## config.mk

```make
export PLATFORM = sky130hd
export DESIGN_NAME = wb_stage
export DESIGN_NICKNAME = d
export VERILOG_FILES = /design/src/rtl/wb_pkg.sv /design/src/rtl/wb_load_filter.sv /design/src/rtl/wb_stage.sv
export SDC_FILE = /design/constraint.sdc
export NUM_CORES = 1
export LEC_CHECK = 0
export ABC_AREA = 1
export CAP_MARGIN = 5
export CORE_AREA = 2 2 123 125
export DETAILED_ROUTE_END_ITERATION = 7
export DIE_AREA = 0 0 125 127
export PLACE_DENSITY = 0.85
export SLEW_MARGIN = 20
export SYNTH_ARGS = -nofsm -noshare
export SYNTH_HDL_FRONTEND = slang
export SYNTH_SLANG_ARGS = --single-unit
```

## constraint.sdc

```tcl
create_clock -name i_clk -period 4.7 [get_ports i_clk]
set_clock_uncertainty 0.1 [all_clocks]
set_input_delay 1.175 -clock i_clk [delete_from_list [all_inputs] [get_ports i_clk]]
set_output_delay 1.175 -clock i_clk [all_outputs]
set_load 0.05 [all_outputs]
```

## src/rtl/wb_pkg.sv

```systemverilog
`default_nettype none
// ============================================================================
//  Module   : wb_pkg
//  Purpose  : Shared constants for the write-back stage: load-size codes,
//             halt FSM state encoding and the LUI placement shift.
//  Revision : 1.0  initial release
// ============================================================================
package wb_pkg;

    // Load size field as delivered by decode; bit 1 set means full word.
    typedef logic [1:0] ld_size_t;

    localparam ld_size_t SZ_BYTE = 2'b00;
    localparam ld_size_t SZ_HALF = 2'b01;
    localparam ld_size_t SZ_WORD = 2'b11;

    // Halt FSM encoding.
    localparam logic [0:0] ST_RUN    = 1'b0;
    localparam logic [0:0] ST_HALTED = 1'b1;

    // LUI places the 16-bit immediate in the upper half of the word.
    localparam int LUI_SHIFT = 16;

endpackage : wb_pkg
`default_nettype wire

```

## src/rtl/wb_load_filter.sv

```systemverilog
`default_nettype none
// ============================================================================
//  Module   : wb_load_filter
//  Purpose  : Combinational load-data filter. Selects byte, halfword or full
//             word from a right-aligned load word and sign- or zero-extends
//             sub-word results.
//  Revision : 1.0  initial release
// ============================================================================
module wb_load_filter
    import wb_pkg::*;
#(
    parameter int NBITS = 32
) (
    input  logic [NBITS-1:0] i_data,
    input  ld_size_t         i_size,
    input  logic             i_zero_extend,
    output logic [NBITS-1:0] o_data
);

    logic w_byte_fill;
    logic w_half_fill;

    assign w_byte_fill = ~i_zero_extend & i_data[7];
    assign w_half_fill = ~i_zero_extend & i_data[15];

    // Size select; any code with bit 1 set passes the whole word.
    always_comb begin
        o_data = i_data;
        case (i_size)
            SZ_BYTE: o_data = {{(NBITS-8){w_byte_fill}}, i_data[7:0]};
            SZ_HALF: o_data = {{(NBITS-16){w_half_fill}}, i_data[15:0]};
            default: o_data = i_data;
        endcase
    end

endmodule : wb_load_filter
`default_nettype wire

```

## src/rtl/wb_stage.sv

```systemverilog
`default_nettype none
// ============================================================================
//  Module   : wb_stage
//  Purpose  : Write-back stage. Filters load data, selects the write-back
//             value (PC+8 / LUI / load / ALU), drives the register-file write
//             port, owns the sticky halt FSM and keeps cycle / retired
//             counters plus an optional last-write snapshot for debug.
//  Config   : WB_LAST_WRITE_EN - when defined, implements the last-write
//             snapshot registers; otherwise o_last_wr_* are tied to zero.
//  Revision : 1.0  initial release
// ============================================================================
module wb_stage
    import wb_pkg::*;
#(
    parameter int NBITS    = 32,
    parameter int RNBITS   = 5,
    parameter int CNT_BITS = 32
) (
    input  logic                i_clk,
    input  logic                i_reset,
    input  logic                i_step,
    input  logic [NBITS-1:0]    i_pc8,
    input  logic [NBITS-1:0]    i_instruction,
    input  logic [NBITS-1:0]    i_alu,
    input  logic [NBITS-1:0]    i_dato_memoria,
    input  logic [RNBITS-1:0]   i_registro_destino,
    input  logic [NBITS-1:0]    i_extension,
    input  logic                i_jal,
    input  logic                i_lui,
    input  logic                i_mem_to_reg,
    input  logic                i_reg_write,
    input  logic [1:0]          i_tamano_filtro_l,
    input  logic                i_zero_extend,
    input  logic                i_halt,
    output logic                o_wr_en,
    output logic [RNBITS-1:0]   o_wr_addr,
    output logic [NBITS-1:0]    o_wr_data,
    output logic                o_halted,
    output logic [CNT_BITS-1:0] o_cycle_cnt,
    output logic [CNT_BITS-1:0] o_retired_cnt,
    output logic [RNBITS-1:0]   o_last_wr_addr,
    output logic [NBITS-1:0]    o_last_wr_data
);

    logic [0:0]          r_state;
    logic [CNT_BITS-1:0] r_cycle_cnt;
    logic [CNT_BITS-1:0] r_retired_cnt;

    logic [NBITS-1:0]    w_load_data;
    logic [NBITS-1:0]    w_lui_value;
    logic [NBITS-1:0]    w_result;
    logic                w_advance;

    wb_load_filter #(
        .NBITS (NBITS)
    ) u_load_filter (
        .i_data        (i_dato_memoria),
        .i_size        (i_tamano_filtro_l),
        .i_zero_extend (i_zero_extend),
        .o_data        (w_load_data)
    );

    assign w_lui_value = i_extension << LUI_SHIFT;
    assign w_advance   = i_step & (r_state == ST_RUN);

    // Write-back value select: link, then LUI, then load, then ALU.
    always_comb begin
        w_result = i_alu;
        if (i_jal)
            w_result = i_pc8;
        else if (i_lui)
            w_result = w_lui_value;
        else if (i_mem_to_reg)
            w_result = w_load_data;
    end

    assign o_wr_en   = i_reg_write & w_advance & (i_registro_destino != '0);
    assign o_wr_addr = i_registro_destino;
    assign o_wr_data = w_result;
    assign o_halted  = (r_state == ST_HALTED);

    // Halt FSM: a stepped HALT parks the pipeline until reset.
    always_ff @(posedge i_clk) begin
        if (i_reset)
            r_state <= ST_RUN;
        else if (w_advance && i_halt)
            r_state <= ST_HALTED;
    end

    // Cycle and retired counters advance only on stepped running cycles.
    always_ff @(posedge i_clk) begin
        if (i_reset) begin
            r_cycle_cnt   <= '0;
            r_retired_cnt <= '0;
        end else if (w_advance) begin
            r_cycle_cnt <= r_cycle_cnt + CNT_BITS'(1);
            if (i_instruction != '0)
                r_retired_cnt <= r_retired_cnt + CNT_BITS'(1);
        end
    end

    assign o_cycle_cnt   = r_cycle_cnt;
    assign o_retired_cnt = r_retired_cnt;

`ifdef WB_LAST_WRITE_EN
    logic [RNBITS-1:0] r_last_wr_addr;
    logic [NBITS-1:0]  r_last_wr_data;

    // Snapshot captures every committed register-file write.
    always_ff @(posedge i_clk) begin
        if (i_reset) begin
            r_last_wr_addr <= '0;
            r_last_wr_data <= '0;
        end else if (o_wr_en) begin
            r_last_wr_addr <= o_wr_addr;
            r_last_wr_data <= o_wr_data;
        end
    end

    assign o_last_wr_addr = r_last_wr_addr;
    assign o_last_wr_data = r_last_wr_data;
`else
    assign o_last_wr_addr = '0;
    assign o_last_wr_data = '0;
`endif

endmodule : wb_stage
`default_nettype wire

```

==> results of run 1 <==
==> layout by cell type (no fill, tap or decap), types with 9 or more instances in the layout <==
cell type / instances
sky130_fd_sc_hd__a21oi_1: 64
sky130_fd_sc_hd__a22oi_1: 16
sky130_fd_sc_hd__buf_12: 32
sky130_fd_sc_hd__buf_4: 16
sky130_fd_sc_hd__clkbuf_16: 9
sky130_fd_sc_hd__clkdlybuf4s50_1: 229
sky130_fd_sc_hd__conb_1: 37
sky130_fd_sc_hd__dfxtp_1: 65
sky130_fd_sc_hd__inv_1: 75
sky130_fd_sc_hd__nand2_1: 265
sky130_fd_sc_hd__nand2_2: 12
sky130_fd_sc_hd__nand3_1: 44
sky130_fd_sc_hd__nand4_1: 9
sky130_fd_sc_hd__nor2_1: 121
sky130_fd_sc_hd__nor2_4: 15
sky130_fd_sc_hd__nor3_1: 11
sky130_fd_sc_hd__o21ai_0: 58
==> worst max-delay path, cell delays in order <==
cell                              delay, ns
sky130_fd_sc_hd__clkdlybuf4s50_1       0.55
sky130_fd_sc_hd__nor2_4                0.06
sky130_fd_sc_hd__a21oi_2               0.61
sky130_fd_sc_hd__nand2_1               0.08
sky130_fd_sc_hd__o21ai_0               0.09
sky130_fd_sc_hd__o21ai_0               0.12
sky130_fd_sc_hd__buf_4                 0.20
sky130_fd_sc_hd__buf_12                0.15
==> layer usage <==
metal,wire (um),up-vias,share of wire (%),track usage [%]
met5,0,-,0,0
met4,724,0,3.6,9.80
met3,1560,46,7.7,5.95
met2,10400,260,51,45.7
met1,7650,2967,38,27.1
li1,-,3290,-,-
==> power by group through the flow <==
stage / Combinational [uW] / Sequential (uW) / Clock [uW]
2_1_floorplan: 295 / 586 / 0
3_3_place_gp: 584 / 574 / 0
3_5_place_dp: 588 / 574 / 0
4_1_cts: 590 / 562 / 626
5_1_grt: 618 / 563 / 652
6_report: 590 / 562 / 619
==> stage by stage <==
stage	power, uW	std cells
final	1770	1328
after global routing	1830	1328
after CTS	1780	1328
after detailed placement	1160	1312
after global placement	1160	1312
after floorplan	881	923
==> state kept, by name (all words and copies together) (netlist names) <==
| register | count |
|---|---|
| o_retired_cnt | 32 |
| o_cycle_cnt | 32 |
| o_halted | 1 |
==> cells by family (layout without fill, tap and decap cells) <==
group | count (synthesis) | after routing | share of synthesized area [%]
AND/OR/NAND/NOR | 499 | 499 | 42.5
XOR/XNOR | 9 | 9 | 1.49
buffers and inverters | 151 | 372 | 14.2
flip-flops | 65 | 65 | 24.6
AO/OA/AOI/OAI | 160 | 160 | 16.8
other | 1 | 37 | 0.0708
adder cells (fa/ha/maj) | 2 | 2 | 0.472
==> final timing paths <==
check	from	end
min reg2reg	o_halted$_SDFFE_PP0P_	o_halted$_SDFFE_PP0P_
max	i_tamano_filtro_l[1]	o_wr_data[27]
min	o_halted$_SDFFE_PP0P_	o_halted$_SDFFE_PP0P_
max reg2reg	o_retired_cnt[0]$_SDFFE_PP0P_	o_retired_cnt[26]$_SDFFE_PP0P_
==> cell type report <==
| type | instances | area [um^2] |
|---|---|---|
| Fill cell | 1314 | 5890 |
| Clock inverter | 5 | 31.3 |
| Inverter | 79 | 297 |
| Tap cell | 184 | 230 |
| Timing Repair Buffer | 277 | 3050 |
| Multi-Input combinational cell | 707 | 3380 |
| Sequential cell | 65 | 1300 |
| Clock buffer | 11 | 243 |
==> reports/metrics.sh, run 1 <==
VIA_COUNT=6563
SYNTH_CELLS=887
TRITONCTS_NUM_SINKS=65
NETLIST.AREA_LEADER.SHARE_PCT=24.6
WORST_SLACK_NS=0.363
INITIAL_CORE_UTIL_PCT=36.7
FINAL_UTIL_PCT=59.2
MAX_SLEW_MARGIN_PCT=47.6
SYNTH_TOP_AREA_CELL='sky130_fd_sc_hd__dfxtp_1'
GLOBALROUTEOVERFLOWTOTAL=0
FIRST_PASS_GRT_WIRE_LENGTH_MM=31.7
GLOBALPLACE.CONGESTION=0.918
P_LEAK_uW=0.00322
SETUP-TNS-FINAL_NS=0
CHIPWIDTH_UM=125
UNREPAIRED_SETUP_ENDPOINTS_AFTER_GLOBAL_ROUTING='no'
CTS_MADE_BUFFERS=9
CLOCK_TREE.HTREE_LEVEL_COUNT=3
POSTROUTEANTENNANETS=0
VDD_IR_DROP_MAX_V=0.000188
FP-ROW-COUNT=44
FINAL_LAYOUT_SIZE_SUFFIX_GT1_SHARE_PCT=9.97
SYNTH_COMMONEST_CELLS='sky130_fd_sc_hd__nand2_1 (265), sky130_fd_sc_hd__nor2_1 (121), sky130_fd_sc_hd__inv_1 (75), sky130_fd_sc_hd__dfxtp_1 (65), sky130_fd_sc_hd__a21oi_1 (64)'
CLK_PIN_SLEW_WORST_PATHS_NS=0.06
LAYOUT.CELL_AREA.NON_FILLER_MM2=0.00854
DRC_VIOLATION_TOTAL_AFTER_THE_FIRST_TRITONROUTE_ITERATION=458
RRSETUPSLACK_NS=2.62
HOLD_CLASS='register to register'
NUMBER_OF_GLOBAL_ROUTE_VIAS_BEFORE_REPAIR=6205
POST_SYNTH_INSTANCE_AREA_MM2=0.00530
CTS-ROOT-BUF='sky130_fd_sc_hd__clkbuf_16'
CTS_HOLD_REPAIR_BUFFERS=0
SEQUENTIAL_FRACTION_OF_DESIGN_POWER_PCT=31.8
FINALCRITICALPERIOD_NS=4.34
COREAREA_MM2=0.0144
WORSTSETUPPATHTYPE='input pin to primary output'
HOLD_DEPTH=2
PORT-BUFFER-COUNT=262
IO_PINS=316
YOSYSWARNINGCOUNT=0
GLOBAL_ROUTE.USAGE.TOTAL_PCT=24.7
ANTENNA_FOUND_INITIAL=1
PLACE.DETAILED.HPWL_MM=16.1
CELLPOWERDENSITY_mW_PER_MM2=207
WORST_HOLD_SLACK_NS=0.384
CRITPATHLAUNCHTYPE='input pin'
INSERTEDDIODECOUNT=0
CRITPATHMAXFANOUT=16
SYNTH_SEQUENTIAL_AREA_RATIO_PCT=24.6
POST-SYNTH-TOP-COUNT-CELL='sky130_fd_sc_hd__nand2_1'
RUN_STATUS='completed'
CTS_TREE='done'
ROUTE.FINAL.WIRE_LENGTH_MM=20.3
TIMING.MAX_CAP.VIOLATIONS=0
FINAL_HOLD_VIOL_COUNT=0
DRC=0
END_KIND='primary output'
CHIPHEIGHT_UM=127
FLOW.AREA_GROWTH_FROM_SYNTHESIS_PCT=61.2
ROUTEDWLPERCELL_UM=15.3
SETUP_VIOLATIONS=0
FINAL-MAX-SLEW-VIOLATION-COUNT=0
POWER_FRAC_COMB_PCT=33.3
DIE_OUTLINE_AREA_MM2=0.0159
CTS_MAX_PATH_BUFFERS=2
SWITCHING_SHARE_PCT=33.1
REQUIRED_NS=3.42
P_SW_uW=586
GRT_MAX_DEGREE=42
SYNTH_EDF_COUNT=0
CTS.REPAIR.RESIZED=0
POWER_REPORT.INTERNAL_TOTAL_uW=1190
PLACED_AREA_MM2=0.00826
DRT_PASS1_ITERATIONS=5
FMAX_MHz=231
TIMING_WORST_SLEW_PIN_VALUE_NS=0.783
YS_ASYNC_SR_FRACTION_PCT=0
VIAS_PER_CELL=4.94
CTS_POST_SETUP_BUFFERS_INSERTED=0
YOSYSUNIQUECELLTYPES=36
YS_FF_LATCH=65
SYNTH_TOP_CELLS_BY_AREA='sky130_fd_sc_hd__dfxtp_1 (25%), sky130_fd_sc_hd__nand2_1 (19%), sky130_fd_sc_hd__nor2_1 (8.6%), sky130_fd_sc_hd__buf_4 (6.7%), sky130_fd_sc_hd__a21oi_1 (6.0%)'
FINAL.PERIOD_UTILIZATION_PCT=92.3
PRECTSSETUPSLACK_NS=0.383
POSTSYNTHAREAPERCELL_UM2=5.97
CLKPWRFRAC_PCT=34.9
SYNTH-MAIN-FF-CELL='sky130_fd_sc_hd__dfxtp_1'
NNETSFINAL=1317
CRIT_PATH_ARRIVAL_TIME_NS=3.06
REG2REG_DEPTH=10
CLOCK_LATENCY_NS=0.33
(Power assumes the default switching activity.)
==> inputs of run 2 (changes only) <==
--- a/config.mk
+++ b/config.mk
@@ -7,10 +7,10 @@
 export LEC_CHECK = 0
 export ABC_AREA = 1
 export CAP_MARGIN = 5
-export CORE_AREA = 2 2 123 125
+export CORE_AREA = 2 2 122 124
 export DETAILED_ROUTE_END_ITERATION = 7
-export DIE_AREA = 0 0 125 127
-export PLACE_DENSITY = 0.85
+export DIE_AREA = 0 0 124 126
+export PLACE_DENSITY = 0.92
 export SLEW_MARGIN = 20
 export SYNTH_ARGS = -nofsm -noshare
 export SYNTH_HDL_FRONTEND = slang
==> reports/metrics.sh, run 2 (synthesis gave the netlist of run 1 again) <==
REG2REG_DEPTH=10  # unchanged
INITIAL_CORE_UTIL_PCT=37.0  # +0.28 points
FINAL_HOLD_VIOL_COUNT=0  # unchanged
FIRST_PASS_GRT_WIRE_LENGTH_MM=30.9  # -2.5%
NNETSFINAL=1316  # -0.076%
CTS-ROOT-BUF='sky130_fd_sc_hd__clkbuf_16'
DRT_PASS1_ITERATIONS=5  # unchanged
CRIT_PATH_ARRIVAL_TIME_NS=3.06  # about the same
WORSTSETUPPATHTYPE='input pin to primary output'
CLOCK_LATENCY_NS=0.34  # about the same
COREAREA_MM2=0.0143  # -0.76%
NUMBER_OF_GLOBAL_ROUTE_VIAS_BEFORE_REPAIR=6187  # -0.29%
FINALCRITICALPERIOD_NS=4.33  # -0.00285 ns
FINAL.PERIOD_UTILIZATION_PCT=92.2  # about the same
FINAL-MAX-SLEW-VIOLATION-COUNT=0  # unchanged
R2R_END='o_retired_cnt[26]$_SDFFE_PP0P_'
POSTROUTEANTENNANETS=0  # unchanged
CRITPATHLAUNCHTYPE='input pin'
TIMING.HOLD.WORST_ENDPOINT='o_halted$_SDFFE_PP0P_'
P_SW_uW=606  # +3.5%
FMAX_MHz=231  # about the same
RRSETUPSLACK_NS=2.70  # +0.08 ns
DIE_OUTLINE_AREA_MM2=0.0156  # -1.6%
CLKPWRFRAC_PCT=40.3  # +5.4 points
CELLPOWERDENSITY_mW_PER_MM2=226  # +8.8%
CHIPWIDTH_UM=124  # -0.80%
TIMING.MAX_CAP.VIOLATIONS=0  # unchanged
VIAS_PER_CELL=4.98  # +0.81%
LAYOUT_COMMON_CELLS='sky130_fd_sc_hd__nand2_1 (265), sky130_fd_sc_hd__clkdlybuf4s50_1 (229), sky130_fd_sc_hd__nor2_1 (121)'
CLOCK_TREE.HTREE_LEVEL_COUNT=3  # unchanged
RUN_STATUS='completed'
END_KIND='primary output'
GRT_MAX_DEGREE=43  # +2.4%
TRITONCTS_NUM_SINKS=65  # unchanged
PORT-BUFFER-COUNT=262  # unchanged
SEQUENTIAL_FRACTION_OF_DESIGN_POWER_PCT=29.0  # -2.8 points
DRC_VIOLATION_TOTAL_AFTER_THE_FIRST_TRITONROUTE_ITERATION=296  # -35%
GLOBAL_ROUTE.USAGE.MET1_PCT=25.6  # -1.5 points
ROUTE.FINAL.WIRE_LENGTH_MM=20.7  # +1.9%
CTS.REPAIR.RESIZED=0  # unchanged
SETUP-TNS-FINAL_NS=0  # unchanged
ROUTEDWLPERCELL_UM=15.6  # +1.9%
CTS_POST_SETUP_BUFFERS_INSERTED=0  # unchanged
LAYOUT_COMMONEST_CELL='sky130_fd_sc_hd__nand2_1'
MIN_FROM='o_halted$_SDFFE_PP0P_'
MAX_SLEW_MARGIN_PCT=52.1  # +4.5 points
TIMING_WORST_SLEW_PIN_VALUE_NS=0.718  # -0.0647 ns
CLK_PIN_SLEW_WORST_PATHS_NS=0.05  # about the same
CTS_MAX_PATH_BUFFERS=2  # unchanged
FLOW.AREA_GROWTH_FROM_SYNTHESIS_PCT=62.3
CRITPATHMAXFANOUT=16  # unchanged
CTS_MADE_BUFFERS=9  # unchanged
POWER_FRAC_COMB_PCT=30.8  # -2.5 points
PLACE.DETAILED.HPWL_MM=15.9  # -0.73%
USE_MET2_PCT=45.7  # about the same
GLOBAL_ROUTE.USAGE.TOTAL_PCT=25.2  # +0.58 points
SETUP_VIOLATIONS=0  # unchanged
MET3_USAGE_PCT=8.20  # +2.3 points
P_LEAK_uW=0.00325  # +0.91%
CTS_HOLD_REPAIR_BUFFERS=0  # unchanged
CTS_TREE='done'
SWITCHING_SHARE_PCT=31.2  # -1.8 points
GLOBALROUTEOVERFLOWTOTAL=0  # unchanged
FP-ROW-COUNT=44  # unchanged
GLOBALPLACE.CONGESTION=0.913  # -0.52%
LAYER_CARRYING_THE_MOST_GLOBAL_ROUTE_USAGE='met2'
ANTENNA_FOUND_INITIAL=0  # -1
HOLD_CLASS='register to register'
VIA_COUNT=6611  # +0.73%
TIMING.RR.START='o_retired_cnt[0]$_SDFFE_PP0P_'
DRC=0  # unchanged
REQUIRED_NS=3.42  # about the same
HOLD_DEPTH=2  # unchanged
POWER_REPORT.INTERNAL_TOTAL_uW=1330  # +13%
FINAL_LAYOUT_SIZE_SUFFIX_GT1_SHARE_PCT=9.97  # about the same
WORST_HOLD_SLACK_NS=0.386  # +0.00180 ns
INSERTEDDIODECOUNT=0  # unchanged
UNREPAIRED_SETUP_ENDPOINTS_AFTER_GLOBAL_ROUTING='no'
IO_PINS=316  # unchanged
CHIPHEIGHT_UM=126  # -0.79%
VDD_IR_DROP_MAX_V=0.000191  # +1.3%
## run 2: per-layer routing
metal	vias up	routed length, um	share of wire (%)
met2	296	10100	49
met5	-	0	0
met4	0	983	4.8
met1	2963	7370	36
li1	3296	-	-
met3	56	2220	11
## run 2: worst max path at each step
stage,cells after the start,slack [ns],start,endpoint
after global placement,8,0.40,i_tamano_filtro_l[1],o_wr_data[27]
after CTS,8,0.37,i_tamano_filtro_l[1],o_wr_data[27]
final,8,0.37,i_tamano_filtro_l[1],o_wr_data[27]
after floorplan,7,0.38,i_tamano_filtro_l[1],o_wr_data[30]
after detailed placement,8,0.39,i_tamano_filtro_l[1],o_wr_data[27]
after global routing,8,0.25,i_tamano_filtro_l[1],o_wr_data[28]
## run 2: per-stage QoR
step	utilization [%]	total power, uW	instances	area [um^2]	setup slack, ns
floorplan	-	881	923	5430	0.384
global placement	57.7	1160	1311	8250	0.398
detailed placement	57.7	1160	1311	8250	0.387
CTS	60.1	1940	1327	8600	0.374
global route	60.1	2000	1327	8600	0.246
finish	60.1	1940	1327	8600	0.366
## run 2: power groups by stage
stage / sequential, uW / combinational (uW) / clock, uW
floorplan: 586 / 295 / 0
global placement: 574 / 584 / 0
detailed placement: 574 / 589 / 0
CTS: 562 / 592 / 787
global route: 563 / 626 / 812
finish: 562 / 597 / 781
## run 2: layout make-up
type                            count  area [um^2]
Clock inverter                      7          118
Multi-Input combinational cell    707         3380
Inverter                           79          297
Sequential cell                    65         1300
Timing Repair Buffer              276         3050
Clock buffer                        9          225
Tap cell                          184          230
Fill cell                        1224         5720
## run 2: critical path: stages
cell and delay [ns]:
sky130_fd_sc_hd__clkdlybuf4s50_1 0.55, sky130_fd_sc_hd__nor2_4 0.10, sky130_fd_sc_hd__a21oi_2 0.59, sky130_fd_sc_hd__nand2_1 0.08
sky130_fd_sc_hd__o21ai_0 0.09, sky130_fd_sc_hd__o21ai_0 0.12, sky130_fd_sc_hd__buf_4 0.19, sky130_fd_sc_hd__buf_12 0.14
